$ cat src/rtl/skipjack_pkg.sv
// rtl/skipjack_pkg.sv - shared types for the Skipjack CBC chaining stage
// Purpose: block type, CBC FSM state encoding and block geometry.
// Ports: none (package).
package skipjack_pkg;

  localparam int BLOCK_BYTES = 8;

  typedef logic [BLOCK_BYTES*8-1:0] block_t;

  typedef enum logic [1:0] {
    IDLE,
    ENC,
    WAIT,
    OUT
  } cbc_state_t;

endpackage

$ cat src/rtl/skipjack_cbc_if.sv
// rtl/skipjack_cbc_if.sv - 64-bit valid/ready block stream
// Purpose: one block-wide stream link between pipeline stages.
// Ports: tdata (block), tvalid (master drives), tready (slave drives).
//   master modport: drives tdata/tvalid, observes tready.
//   slave modport : observes tdata/tvalid, drives tready.
interface skipjack_cbc_if;
  import skipjack_pkg::*;

  block_t tdata;
  logic   tvalid;
  logic   tready;

  modport master (output tdata, output tvalid, input tready);
  modport slave  (input tdata, input tvalid, output tready);

endinterface

$ cat src/rtl/skipjack_cbc.sv
// rtl/skipjack_cbc.sv - CBC chaining stage around the Skipjack cipher core
// Purpose: XORs each plaintext block with the chaining value, hands it to
//   the cipher, captures the ciphertext as the next chaining value and
//   forwards it downstream. One block in flight at a time.
// Ports:
//   clk, rst_n      clock, asynchronous active-low reset
//   iv, iv_load     initialisation vector and its load strobe (IDLE only)
//   iv_ready        high while IDLE
//   chain_en        1 = CBC, 0 = ECB pass-through (sampled at acceptance)
//   s_axis          plaintext in (slave)
//   c_m_axis        XORed block to the cipher (master)
//   c_s_axis        ciphertext from the cipher (slave)
//   m_axis          ciphertext out (master)
//   block_count     blocks delivered on m_axis, wraps
module skipjack_cbc
  import skipjack_pkg::*;
#(
  parameter int DATA_WIDTH  = 64,
  parameter int COUNT_WIDTH = 32
) (
  input  logic                   clk,
  input  logic                   rst_n,
  input  block_t                 iv,
  input  logic                   iv_load,
  output logic                   iv_ready,
  input  logic                   chain_en,
  skipjack_cbc_if.slave          s_axis,
  skipjack_cbc_if.master         c_m_axis,
  skipjack_cbc_if.slave          c_s_axis,
  skipjack_cbc_if.master         m_axis,
  output logic [COUNT_WIDTH-1:0] block_count
);

  cbc_state_t             state_q;
  logic [DATA_WIDTH-1:0]  chain_q;
  logic [DATA_WIDTH-1:0]  blk_q;
  logic [DATA_WIDTH-1:0]  out_q;
  logic                   mode_q;
  logic [COUNT_WIDTH-1:0] count_q;

  always_ff @(posedge clk or negedge rst_n) begin
    if (!rst_n) begin
      state_q <= IDLE;
      chain_q <= '0;
      blk_q   <= '0;
      out_q   <= '0;
      mode_q  <= 1'b0;
      count_q <= '0;
    end else begin
      case (state_q)
        IDLE: begin
          // An IV load takes the whole cycle; plaintext waits until the next.
          if (iv_load) begin
            chain_q <= iv;
          end else if (s_axis.tvalid) begin
            blk_q   <= s_axis.tdata ^ (chain_en ? chain_q : '0);
            mode_q  <= chain_en;
            state_q <= ENC;
          end
        end
        ENC: begin
          if (c_m_axis.tready) state_q <= WAIT;
        end
        WAIT: begin
          if (c_s_axis.tvalid) begin
            out_q <= c_s_axis.tdata;
            // ECB blocks must leave the chain untouched for later CBC blocks.
            if (mode_q) chain_q <= c_s_axis.tdata;
            state_q <= OUT;
          end
        end
        OUT: begin
          if (m_axis.tready) begin
            count_q <= count_q + COUNT_WIDTH'(1);
            state_q <= IDLE;
          end
        end
        default: state_q <= IDLE;
      endcase
    end
  end

  // Handshake outputs decode from state; s_axis.tready also yields to iv_load.
  assign iv_ready        = (state_q == IDLE);
  assign s_axis.tready   = (state_q == IDLE) && !iv_load;
  assign c_m_axis.tvalid = (state_q == ENC);
  assign c_m_axis.tdata  = blk_q;
  assign c_s_axis.tready = (state_q == WAIT);
  assign m_axis.tvalid   = (state_q == OUT);
  assign m_axis.tdata    = out_q;
  assign block_count     = count_q;

endmodule

$ cat src/flat_wrapper.sv
// flat-port wrapper written by rule: the top's interface ports become plain ports
module skipjack_cbc_flat import skipjack_pkg::*;
#(
  parameter int DATA_WIDTH  = 64,
  parameter int COUNT_WIDTH = 32
)
  (clk, rst_n, iv, iv_load, iv_ready, chain_en, block_count, s_axis_tdata, s_axis_tvalid, s_axis_tready, c_m_axis_tdata, c_m_axis_tvalid, c_m_axis_tready, c_s_axis_tdata, c_s_axis_tvalid, c_s_axis_tready, m_axis_tdata, m_axis_tvalid, m_axis_tready);
  skipjack_cbc_if s_axis_i ();
  skipjack_cbc_if c_m_axis_i ();
  skipjack_cbc_if c_s_axis_i ();
  skipjack_cbc_if m_axis_i ();
  input  logic clk;
  input  logic rst_n;
  input  block_t iv;
  input  logic iv_load;
  output logic iv_ready;
  input  logic chain_en;
  output logic [COUNT_WIDTH-1:0] block_count;
  input wire logic [$bits(s_axis_i.tdata)-1:0] s_axis_tdata;
  input wire logic [$bits(s_axis_i.tvalid)-1:0] s_axis_tvalid;
  output wire logic [$bits(s_axis_i.tready)-1:0] s_axis_tready;
  output wire logic [$bits(c_m_axis_i.tdata)-1:0] c_m_axis_tdata;
  output wire logic [$bits(c_m_axis_i.tvalid)-1:0] c_m_axis_tvalid;
  input wire logic [$bits(c_m_axis_i.tready)-1:0] c_m_axis_tready;
  input wire logic [$bits(c_s_axis_i.tdata)-1:0] c_s_axis_tdata;
  input wire logic [$bits(c_s_axis_i.tvalid)-1:0] c_s_axis_tvalid;
  output wire logic [$bits(c_s_axis_i.tready)-1:0] c_s_axis_tready;
  output wire logic [$bits(m_axis_i.tdata)-1:0] m_axis_tdata;
  output wire logic [$bits(m_axis_i.tvalid)-1:0] m_axis_tvalid;
  input wire logic [$bits(m_axis_i.tready)-1:0] m_axis_tready;
  assign s_axis_i.tdata = s_axis_tdata;
  assign s_axis_i.tvalid = s_axis_tvalid;
  assign s_axis_tready = s_axis_i.tready;
  assign c_m_axis_tdata = c_m_axis_i.tdata;
  assign c_m_axis_tvalid = c_m_axis_i.tvalid;
  assign c_m_axis_i.tready = c_m_axis_tready;
  assign c_s_axis_i.tdata = c_s_axis_tdata;
  assign c_s_axis_i.tvalid = c_s_axis_tvalid;
  assign c_s_axis_tready = c_s_axis_i.tready;
  assign m_axis_tdata = m_axis_i.tdata;
  assign m_axis_tvalid = m_axis_i.tvalid;
  assign m_axis_i.tready = m_axis_tready;
  skipjack_cbc #(.DATA_WIDTH(DATA_WIDTH), .COUNT_WIDTH(COUNT_WIDTH)) u_core (.clk(clk), .rst_n(rst_n), .iv(iv), .iv_load(iv_load), .iv_ready(iv_ready), .chain_en(chain_en), .s_axis(s_axis_i), .c_m_axis(c_m_axis_i), .c_s_axis(c_s_axis_i), .m_axis(m_axis_i), .block_count(block_count));
endmodule
$ cat config.mk
export PLATFORM = sky130hd
export DESIGN_NAME = skipjack_cbc_flat
export DESIGN_NICKNAME = d
export VERILOG_FILES = /design/src/rtl/skipjack_pkg.sv /design/src/rtl/skipjack_cbc_if.sv /design/src/rtl/skipjack_cbc.sv /design/src/flat_wrapper.sv
export SDC_FILE = /design/constraint.sdc
export NUM_CORES = 1
export LEC_CHECK = 0
export CAP_MARGIN = 20
export CORE_MARGIN = 4
export CORE_UTILIZATION = 30
export DETAILED_ROUTE_END_ITERATION = 16
export PLACE_DENSITY = 0.58
export SLEW_MARGIN = 5
export SYNTH_ARGS = -nofsm -noshare
export SYNTH_HDL_FRONTEND = slang
export SYNTH_SLANG_ARGS = --single-unit
$ cat constraint.sdc
create_clock -name clk -period 4.2 [get_ports clk]
set_input_delay 0.63 -clock clk [delete_from_list [all_inputs] [get_ports clk]]
set_output_delay 0.63 -clock clk [all_outputs]
set_load 0.01 [all_outputs]
==> impl_metrics.json <==
{
  "ant_nets": 0,
  "cp-start-kind": "flip-flop",
  "cts_hold_buf": 0,
  "syn_nets": 1115,
  "maxCapViolCount": 0,
  "first_pass_iters": 7,
  "tritoncts": "built",
  "vias_per_cell": 4.44,
  "final_common_cell": "clkdlybuf4s50_1",
  "synthCells": 909,
  "p_leak_nw": 6.42,
  "worst_slack_ps": 1100,
  "cp_max_fo": 42,
  "ios": 365,
  "hpwl_um": 22000,
  "syn_avg_cell_area_um2": 11.0,
  "r2r_end": "u_core.m_axis.tdata[25]",
  "setup-violations-final": 0,
  "final_net_count": 1465,
  "syn_area_mm2": 0.0100,
  "first_iter_violations": 269,
  "outcome": "finished clean",
  "row_count": 66,
  "synth_cell_type_count": 32,
  "gp_congestion": 0.792,
  "yosysWarningCount": 0,
  "total_power_mw": 10.2,
  "totalWireLength_um": 30200,
  "crit_start": "u_core.state_q[0]",
  "drc": 0,
  "skew_ps": 12.2,
  "setup.worst_path.end_class": "primary output",
  "crit_end": "c_s_axis_tready",
  "slew_violations": 0,
  "clock_sinks": 227,
  "die_x_um": 191,
  "io_buffers": 364,
  "hold_violations": 0,
  "required_ps": 3570,
  "cts_resized": 0,
  "cts.clk_slew.worst_paths_ps": 60,
  "area_growth_pct": 49.6,
  "rsz0062_at_grt": "false",
  "die_area_mm2": 0.0364,
  "numCtsBuffers": 27,
  "slew_headroom": 0.316,
  "synth-seq-cells": 227,
  "worstPathArrival_ps": 2470,
  "power_per_cell_area_mw_per_mm2": 677,
  "core-area_mm2": 0.0328,
  "vias": 7630,
  "initial_core_util": 0.306,
  "r2r-start": "u_core.state_q[0]",
  "fin_crit_sh": 0.739,
  "tns_ps": 0,
  "clk_path_buf_depth": 3,
  "htreeDepth": 1,
  "worstSetupPathType": "reg2out",
  "die_h_um": 191,
  "yosysSeqAreaShare": 0.566,
  "post_drt_wl_per_cell_um": 17.6,
  "antenna_found_initial": 1,
  "grt_pass1_wl_um": 46200,
  "drive_gt1_frac": 0.104,
  "grt_usage": 0.160,
  "post-place-ws_ps": 1380,
  "r2r_setup_slack_ps": 1470,
  "r2r_cells": 4,
  "min_period_ps": 3100,
  "max_slew.worst_pin.slew_ps": 1030,
  "grt-ovfl-total": 0,
  "grt_pass1_vias": 7776,
  "insertion_delay_ps": 520,
  "cts_setup_buffers": 0,
  "root_buffer": "clkbuf_16",
  "vdd_drop_max_uv": 369,
  "grt_max_degree": 126,
  "holdCritPathClass": "in2async",
  "fmax_mhz": 322,
  "final_cell_mix": "clkdlybuf4s50_1 (362), dfrtp_1 (227), nand2_1 (139)"
}
-- worst min path at each step --
stage | cells past startpoint | slack [ps] | end
floorplan | 0 | 330 | u_core.block_count[0]
global route | 1 | 300 | u_core.m_axis.tdata[58]
finish | 1 | 210 | u_core.c_m_axis.tdata[57]
detailed placement | 2 | 470 | u_core.c_m_axis.tdata[9]
CTS | 1 | 260 | u_core.m_axis.tdata[58]
global placement | 2 | 460 | u_core.c_m_axis.tdata[20]
-- stage by stage --
step	instances	hold slack, ps	area (um^2)	util
after floorplan	909	334	10000	-
after global placement	1672	461	14100	0.431
after detailed placement	1672	469	14100	0.431
after CTS	1718	258	15000	0.457
after global routing	1719	303	15000	0.458
final	1720	214	15000	0.458
-- cells by family (layout without fill, tap and decap cells) --
kind of cell               after synthesis  count (layout)  share of synthesized area
xor gates and xnor gates                95              95                     0.0830
AOI/OAI and AO/OA                      132             132                     0.0664
adders and majority gates                6               6                    0.00748
muxes                                  132             132                      0.140
other                                    0               2                          0
DFF                                    227             227                      0.566
buffers and inverters                   64             431                     0.0254
and+or+nand+nor                        253             253                      0.111
-- power by group --
group          internal, mW  switching, mW
Clock                  1.38          0.888
Sequential             3.14          0.491
Combinational          2.26           2.00
Total                  6.78           3.38
-- sequential cells by signal (all words and copies together), names as in the netlist --
register               count
u_core.c_m_axis.tdata     64
u_core.chain_q            64
u_core.m_axis.tdata       64
u_core.block_count        32
u_core.state_q             2
u_core.mode_q              1
-- synth_stat cells (all sizes together) --
cell type  number  area [um^2]
nand2         140          526
buf             8         45.0
nor2           71          267
nor3           10         80.1
dfrtp         227         5680
xor2           84          736
nand3           7         35.0
clkbuf         44          165
and4            4         35.0
o21ai          64          320
nand3b          1         7.51
o22ai           2         12.5
and3            2         12.5
nor2b           1         6.26
a21oi          65          325
nand4           6         52.6
xnor2          11         96.3
mux2           67          754
mux2i          65          651
nand2b          1         6.26
inv            12         45.0
and2            3         18.8
a211oi          1         7.51
nor4            6         58.8
ha              6         75.1
or4             1         11.3
-- critical path, cell delays in order, from the launching register on --
cell	delay, ps
dfrtp_1	400
inv_1	170
ha_4	670
clkdlybuf4s50_1	720
-- cell type report --
class                   instances  area (um^2)
clock inverters                 3         15.0
clock buffers                  43          856
fillers                      3158        17800
inverters                      12         45.0
repair buffers                373         3720
flip-flops and latches        227         5680
diodes                          2         5.00
well taps                     442          553
multi-input cells             618         4130
-- routing by layer --
metal | up-vias | global-route usage | part of all wire
li1 | 3768 | - | -
met1 | 3607 | 0.213 | 0.43
met2 | 214 | 0.266 | 0.48
met3 | 41 | 0.0375 | 0.068
met4 | 0 | 0.0395 | 0.022
met5 | - | 0 | 0
Power figures use the tool's default switching activity.
